`src/rtl/clken_sequencer.sv`:
```
// Multi-channel clock-enable sequencer. Each channel divides the system
// clock by its own decimation ratio and starts from its own phase. A start
// command launches all channels together and a stop command halts them
// together.
module clken_sequencer #(
  parameter int unsigned NUM_CH = 4,
  parameter int unsigned CNT_W  = 20,
  parameter logic [CNT_W-1:0] DEFAULT_DECIMATION = CNT_W'(16)
) (
  input  logic              clk,
  input  logic              reset,
  input  logic              cfg_valid,
  output logic              cfg_ready,
  input  logic [2:0]        cfg_ch,
  input  logic [CNT_W-1:0]  cfg_decimation,
  input  logic [CNT_W-1:0]  cfg_phase,
  output logic              cfg_err,
  input  logic              start,
  input  logic              stop,
  output logic              running,
  output logic              sync_pulse,
  output logic [NUM_CH-1:0] clken
);

  localparam int unsigned CH_W = 3;
  localparam logic [CH_W:0] NUM_CH_V = (CH_W+1)'(NUM_CH);

  typedef enum logic [1:0] {
    S_IDLE = 2'd0,
    S_ARM  = 2'd1,
    S_RUN  = 2'd2
  } state_t;

  state_t state, state_nxt;

  logic [CNT_W-1:0] dec_q   [NUM_CH];
  logic [CNT_W-1:0] phase_q [NUM_CH];
  logic [CNT_W-1:0] cnt_q   [NUM_CH];

  logic             cfg_fire;
  logic             cfg_ch_ok;
  logic [CNT_W-1:0] cfg_phase_clamped;

  // Config is only accepted while idle, so a live schedule never changes.
  assign cfg_ready = (state == S_IDLE);
  assign cfg_fire  = cfg_valid & cfg_ready;
  assign cfg_ch_ok = ({1'b0, cfg_ch} < NUM_CH_V);

  // Start phase must lie inside the decimation period; a disabled channel keeps phase 0.
  always_comb begin
    cfg_phase_clamped = cfg_phase;
    if (cfg_decimation == '0) begin
      cfg_phase_clamped = '0;
    end else if (cfg_phase >= cfg_decimation) begin
      cfg_phase_clamped = cfg_decimation - CNT_W'(1);
    end
  end

  // State register.
  always_ff @(posedge clk) begin
    if (reset) begin
      state <= S_IDLE;
    end else begin
      state <= state_nxt;
    end
  end

  // Next-state logic: stop wins over start, ARM lasts a single cycle.
  always_comb begin
    state_nxt = state;
    case (state)
      S_IDLE:  if (start && !stop) state_nxt = S_ARM;
      S_ARM:   state_nxt = stop ? S_IDLE : S_RUN;
      S_RUN:   if (stop) state_nxt = S_IDLE;
      default: state_nxt = S_IDLE;
    endcase
  end

  // Per-channel decimation/phase registers and the bad-channel error pulse.
  always_ff @(posedge clk) begin
    if (reset) begin
      for (int unsigned i = 0; i < NUM_CH; i++) begin
        dec_q[i]   <= DEFAULT_DECIMATION;
        phase_q[i] <= '0;
      end
      cfg_err <= 1'b0;
    end else begin
      cfg_err <= cfg_fire && !cfg_ch_ok;
      if (cfg_fire && cfg_ch_ok) begin
        for (int unsigned i = 0; i < NUM_CH; i++) begin
          if (cfg_ch == CH_W'(i)) begin
            dec_q[i]   <= cfg_decimation;
            phase_q[i] <= cfg_phase_clamped;
          end
        end
      end
    end
  end

  // Phase-aligned counters; a wrap produces the channel's clken one cycle later.
  always_ff @(posedge clk) begin
    if (reset) begin
      for (int unsigned i = 0; i < NUM_CH; i++) begin
        cnt_q[i] <= '0;
      end
      clken <= '0;
    end else begin
      clken <= '0;
      case (state)
        S_ARM: begin
          for (int unsigned i = 0; i < NUM_CH; i++) begin
            cnt_q[i] <= stop ? '0 : phase_q[i];
          end
        end
        S_RUN: begin
          for (int unsigned i = 0; i < NUM_CH; i++) begin
            if (stop || dec_q[i] == '0) begin
              cnt_q[i] <= '0;
            end else if (cnt_q[i] == dec_q[i] - CNT_W'(1)) begin
              cnt_q[i] <= '0;
              clken[i] <= 1'b1;
            end else begin
              cnt_q[i] <= cnt_q[i] + CNT_W'(1);
            end
          end
        end
        default: begin
          for (int unsigned i = 0; i < NUM_CH; i++) begin
            cnt_q[i] <= '0;
          end
        end
      endcase
    end
  end

  // Status outputs: running mirrors RUN, sync marks the first RUN cycle.
  always_ff @(posedge clk) begin
    if (reset) begin
      running    <= 1'b0;
      sync_pulse <= 1'b0;
    end else begin
      running    <= (state_nxt == S_RUN);
      sync_pulse <= (state == S_ARM) && (state_nxt == S_RUN);
    end
  end

endmodule
```
`config.mk`:
```
export PLATFORM = sky130hd
export DESIGN_NAME = clken_sequencer
export DESIGN_NICKNAME = d
export VERILOG_FILES = /design/src/rtl/clken_sequencer.sv
export SDC_FILE = /design/constraint.sdc
export NUM_CORES = 1
export LEC_CHECK = 0
export CORE_MARGIN = 3
export CORE_UTILIZATION = 56
export DETAILED_ROUTE_END_ITERATION = 7
export GPL_TIMING_DRIVEN = 1
export MAX_ROUTING_LAYER = met4
export PLACE_DENSITY_LB_ADDON = 0.2
export SYNTH_ARGS = -nofsm -noshare
export SYNTH_HDL_FRONTEND = slang
export SYNTH_SLANG_ARGS = --single-unit
```
`constraint.sdc`:
```
create_clock -name clk -period 3.8 [get_ports clk]
set_input_delay 0.57 -clock clk [delete_from_list [all_inputs] [get_ports clk]]
set_output_delay 0.57 -clock clk [all_outputs]
set_load 0.005 [all_outputs]
```
; Word-level counts from Yosys, hierarchy flattened
; Memory sizes are Yosys's and may differ from the RTL's.
; Cells that the tools add are included.
[word_totals]
wordCells = 196
reg_bits = 9
input_bits = 48
ramBits = 240
n_memories = 3
output_inout_bits = 8
[memory_table]
columns = name, depth, word_bits, rd, rd_clocked_by_memory_dff, wr, line
row1 = cnt_q, 4, 20, 4, 0, 4, 38  ; logic [CNT_W-1:0] cnt_q [NUM_CH];
row2 = dec_q, 4, 20, 4, 0, 4, 36  ; logic [CNT_W-1:0] dec_q [NUM_CH];
row3 = phase_q, 4, 20, 4, 0, 4, 37  ; logic [CNT_W-1:0] phase_q [NUM_CH];
[op_classes]
n_eq_ne = 10
n_bitwise = 30
n_lt_le_gt_ge = 2
add_sub_neg = 9
reduce_logical = 19
n_mux = 118
[op_table]
columns = cell, n
row1 = $mux W20, 34
row2 = $logic_not A20 Y1, 5
row3 = $sub A20 B1 Y20 const B, 5
row4 = $add A20 B1 Y20 const B, 4
row5 = $eq A20 B20 Y1, 4
row6 = $mux W1, 80
row7 = $or A1 B1 Y1, 28
row8 = $ge A20 B20 Y1, 1
row9 = $eq A3 B2 Y1 const B, 2
row10 = $mux W2, 3
row11 = $pmux W2 S3, 1
row12 = $eq A2 B2 Y1 const B, 2
row13 = $logic_and A1 B1 Y1, 4
row14 = $logic_or A1 B1 Y1, 4
row15 = $reduce_or A2 Y1, 2
row16 = $eq A3 B1 Y1 const B, 1
row17 = $logic_not A3 Y1, 1
row18 = $lt A3 B3 Y1 const B, 1
row19 = $eq A2 B1 Y1 const B, 1
row20 = $logic_not A1 Y1, 2
row21 = $logic_not A2 Y1, 1
row22 = $and A1 B1 Y1, 1
row23 = $not A1 Y1, 1

; Depth between registers and ports, before layout
[depth]
depth_word = 10
mapped_depth = 12
mapped_depth_nobuf = 10

; Worst setup path before layout
; OpenSTA, ideal clock, no wires.
[synth_timing]
path_type = reg-to-reg
startpoint = reg state[1]
endpoint = mem dec_q[0][0] (enable)
setup_ns = 0.446
n_path_buf = 2
period_less_slack_ns = 3.700
stages_incl_launch_ff = 8
t_arrival_ns = 3.254
path_slack_ns = 0.100
t_required_ns = 3.354
path_cell_list = dfxtp_1 > inv_1 > ha_1 > nand2_1 > or3_1 > clkbuf_1 > clkbuf_1 > o21bai_1
[synth_lines]
columns = item, line
row1 = from (decl), 34  ; state_t state, state_nxt;
row2 = from (signal assigned), 64  ; state <= state_nxt;
row3 = to (decl), 36

==> results by group <==
Floorplan
  – Core Box Area: 26,300 sq um
  – Die X: 170 um
  – Die area: 28,900 sq um
  – Initial Util: between 50% and 60%
  – I/O Pins: 56
  – Die Ht: 170 um
  – Core Rows: around 60

Yosys
  – Ys async rst share: 0%
  – Netlist cell types: slightly below 80
  – Most used DFF post-synth: edfxtp_1
  – Yosys warning count: 0
  – Sequential fraction of the synthesis area: 47.7%
  – Yosys reg bits: 249
  – Syn Nets: 1,593
  – Syn avg cell area: 9.98 sq um
  – Netlist Area Pre-Place: 15,100 sq um
  – Post-synth EDFFs: 220
  – Synthesized instance count: 1,510

Final layout
  – Most common cell after layout, fill and taps aside: edfxtp_1
  – Synthesis-to-finish area growth: 14.6%
  – Commonest non-fill, non-tap cells in the layout: edfxtp_1, nand2_1, o21ai_0, nor3_1, buf_4
  – Net count reported at finish: approximately 1,700
  – Layout fillers: approximately 2,000
  – Share of cells above drive strength 1: 11.5%

Global route
  – Initial antenna violation count: 1
  – Gr usage total: 31.7%
  – M3 GR Usage: 6.46%
  – Met1 GRT Util: 42.4%
  – Vias in the first global route: 12,100
  – First-pass GRT wire length: 68.6 mm
  – Largest net degree at the start of global routing: 49
  – Met2 GRT Util: 48.7%
  – GR peak layer: met2
  – Grt ovf: 0

Worst setup path
  – Worst path arrival time: between 3 and 4 ns
  – Worst path bufs/invs: 0
  – Reg2Reg Depth: 8
  – CP required: between 4 and 5 ns
  – Slowest CP cell: or4_4
  – Reg-to-reg critical path startpoint: dec_q[3][4]$_SDFFCE_PN1P_
  – Cell depth of the worst setup path: 8
  – Crit start category: register
  – WS Path Type: register to register
  – RR Endpoint: cnt_q[3][5]$_DFFE_PP_
  – R2r setup slk: 0.19 ns
  – Critical path peak fanout: 19
  – Crit path launch: dec_q[3][4]$_SDFFCE_PN1P_
  – Setup crit end: cnt_q[3][5]$_DFFE_PP_
  – Crit-path most repeated cell: or4_4
  – Delay of the slowest critical-path stage: 0.54 ns
  – Setup crit end kind: register
  – Critical path cell sequence: or4_4 -> or3_1 -> or3_2 -> mux2i_1 -> or4_1 -> or4_4 -> nand2_8 -> o21ai_0
  – Delay-heaviest family, CP: simple AND/OR/NAND/NOR gates

Outcome
  – Status: completed

Drt
  – DRC viols: 0
  – Vias: 13,000
  – Routed WL: 45.6 mm
  – Via density: between 6 and 7
  – Final antenna-violating net count: 0
  – WL/cell: ~23 um
  – Initial DRC count: 1,442
  – Drt first pass iters: 6

Timing
  – Slew margin rel.: 21.2%
  – Fmax: 277 MHz
  – Min Clock Period, post-route: about 3.6 ns
  – Setup TNS: 0 ns
  – Fin. Hold Viols: 0
  – Pins Over Slew Limit: 0
  – Setup repair after global routing missed its margin: false
  – Final hold slack: 0.523 ns
  – Fin crit share: a little over nine tenths
  – Clk_skew: 0.0174 ns
  – Setup violations, final: 0
  – Worst-Margin Slew: 1.18 ns

CTS
  – Worst-path clk slew: 0.06 ns
  – CTS sink count: 249
  – CTS tree: done
  – CTS root buffer: clkbuf_16
  – PostCTS Resize Cnt: 0
  – CTS max path bufs: 3
  – Max H-tree Level: 1
  – # hold bufs at CTS: 0
  – Setup Buffers After CTS: 0
  – Later-pin clock latency in the skew report: roughly 0.55 ns
  – Total CTS buffers: 27

Power
  – Worst ir drop on vdd: 0.319 mV
  – Pwr dens: 387 nW/um^2
  – Lkg Pwr: 6.00 nW

Placement
  – IO Port Bufs: 55
  – Placer congestion estimate: around 1.0
  – Hpwl dp: 32.1 mm

Run
  – Max-Cap Viols: 0

Worst hold path
  – Min-delay worst type: register to register
## power breakdown
part	total, mW	switching, mW	internal (mW)
Combinational	0.887	0.551	0.337
Sequential	3.27	0.152	3.12
Clock	2.53	1.09	1.44
## per-layer routing
layer | vias to the layer above | routed length (um) | share of wire [%]
met1 | 6267 | 17900 | 39
li1 | 5919 | - | -
met4 | 0 | 1800 | 3.9
met2 | 701 | 20900 | 46
met3 | 125 | 5070 | 11
met5 | - | 0 | 0
## cell usage after synthesis, drive strengths merged, types with 35 or more instances
| library cell | number | share of area, % |
|---|---|---|
| o21ai | 122 | 4.3 |
| ha | 35 | 2.9 |
| clkbuf | 73 | 1.8 |
| xor2 | 77 | 4.5 |
| edfxtp | 220 | 44 |
| nand3 | 51 | 1.7 |
| nor2 | 54 | 1.3 |
| nor4 | 65 | 2.7 |
| nand2 | 123 | 3.1 |
| inv | 71 | 1.8 |
| xnor2 | 86 | 5.0 |
| a211oi | 82 | 4.1 |
| nor3 | 102 | 3.4 |
## layout make-up
cell class / instances / area [sq um] / area share (%)
antenna: 1 / 2.50 / 0.0145
clock buffer: 33 / 698 / 4.04
clock inverter: 17 / 134 / 0.775
inverter: 76 / 285 / 1.65
multi-input combinational: 1099 / 7310 / 42.3
sequential: 249 / 7190 / 41.6
tap: 335 / 419 / 2.43
timing repair buffer: 148 / 1240 / 7.17
## stage by stage
step,power [mW],util [%],cells,area (sq um),setup slack (ns)
2_1_floorplan,3.80,-,1510,15100,0.100
5_1_grt,6.89,65.7,1958,17300,0.0550
6_report,6.69,65.7,1958,17300,0.192
4_1_cts,6.67,65.7,1957,17300,0.121
3_3_place_gp,4.16,62.5,1907,16400,0.183
3_5_place_dp,4.18,62.5,1907,16400,0.129
## kinds of logic (layout without fill, tap and decap cells)
| group | Yosys count | in the layout | synth area share (%) |
|---|---|---|---|
| multiplexers | 5 | 5 | 0.340 |
| AND/OR/NAND/NOR | 539 | 539 | 18.8 |
| adder cells (fa/ha/maj) | 35 | 35 | 2.90 |
| buffers and inverters | 162 | 274 | 4.28 |
| XOR/XNOR | 164 | 164 | 9.63 |
| AO/OA/AOI/OAI | 356 | 356 | 16.4 |
| flip-flops | 249 | 249 | 47.7 |
| other | 0 | 1 | 0 |
## worst register-to-register path, stage by stage (launching register included)
cell,delay (ns)
edfxtp_1,0.45
or4_4,0.54
or3_1,0.44
or3_2,0.45
mux2i_1,0.13
or4_1,0.50
or4_4,0.54
nand2_8,0.19
o21ai_0,0.13
## sequential cells by signal, indices dropped and copies added (netlist names)
register / cells
state: 2
phase_q: 80
sync_pulse: 1
clken: 4
cnt_q: 80
dec_q: 80
cfg_err: 1
running: 1
## worst min-delay path by stage
| stage | from | cells past startpoint | end | slack [ns] |
|---|---|---|---|---|
| after floorplan | cnt_q[0][19]$_SDFFE_PP0P_ | 1 | cnt_q[0][19]$_SDFFE_PP0P_ | 0.48 |
| after global placement | cnt_q[0][19]$_SDFFE_PP0P_ | 1 | cnt_q[0][19]$_SDFFE_PP0P_ | 0.49 |
| after detailed placement | phase_q[2][16]$_SDFFCE_PN0P_ | 2 | cnt_q[2][16]$_DFFE_PP_ | 0.51 |
| after CTS | phase_q[3][9]$_SDFFCE_PN0P_ | 2 | cnt_q[3][9]$_DFFE_PP_ | 0.53 |
| after global routing | phase_q[3][16]$_SDFFCE_PN0P_ | 2 | cnt_q[3][16]$_DFFE_PP_ | 0.54 |
| final | phase_q[2][16]$_SDFFCE_PN0P_ | 2 | cnt_q[2][16]$_DFFE_PP_ | 0.52 |
(Power assumes the default switching activity.)
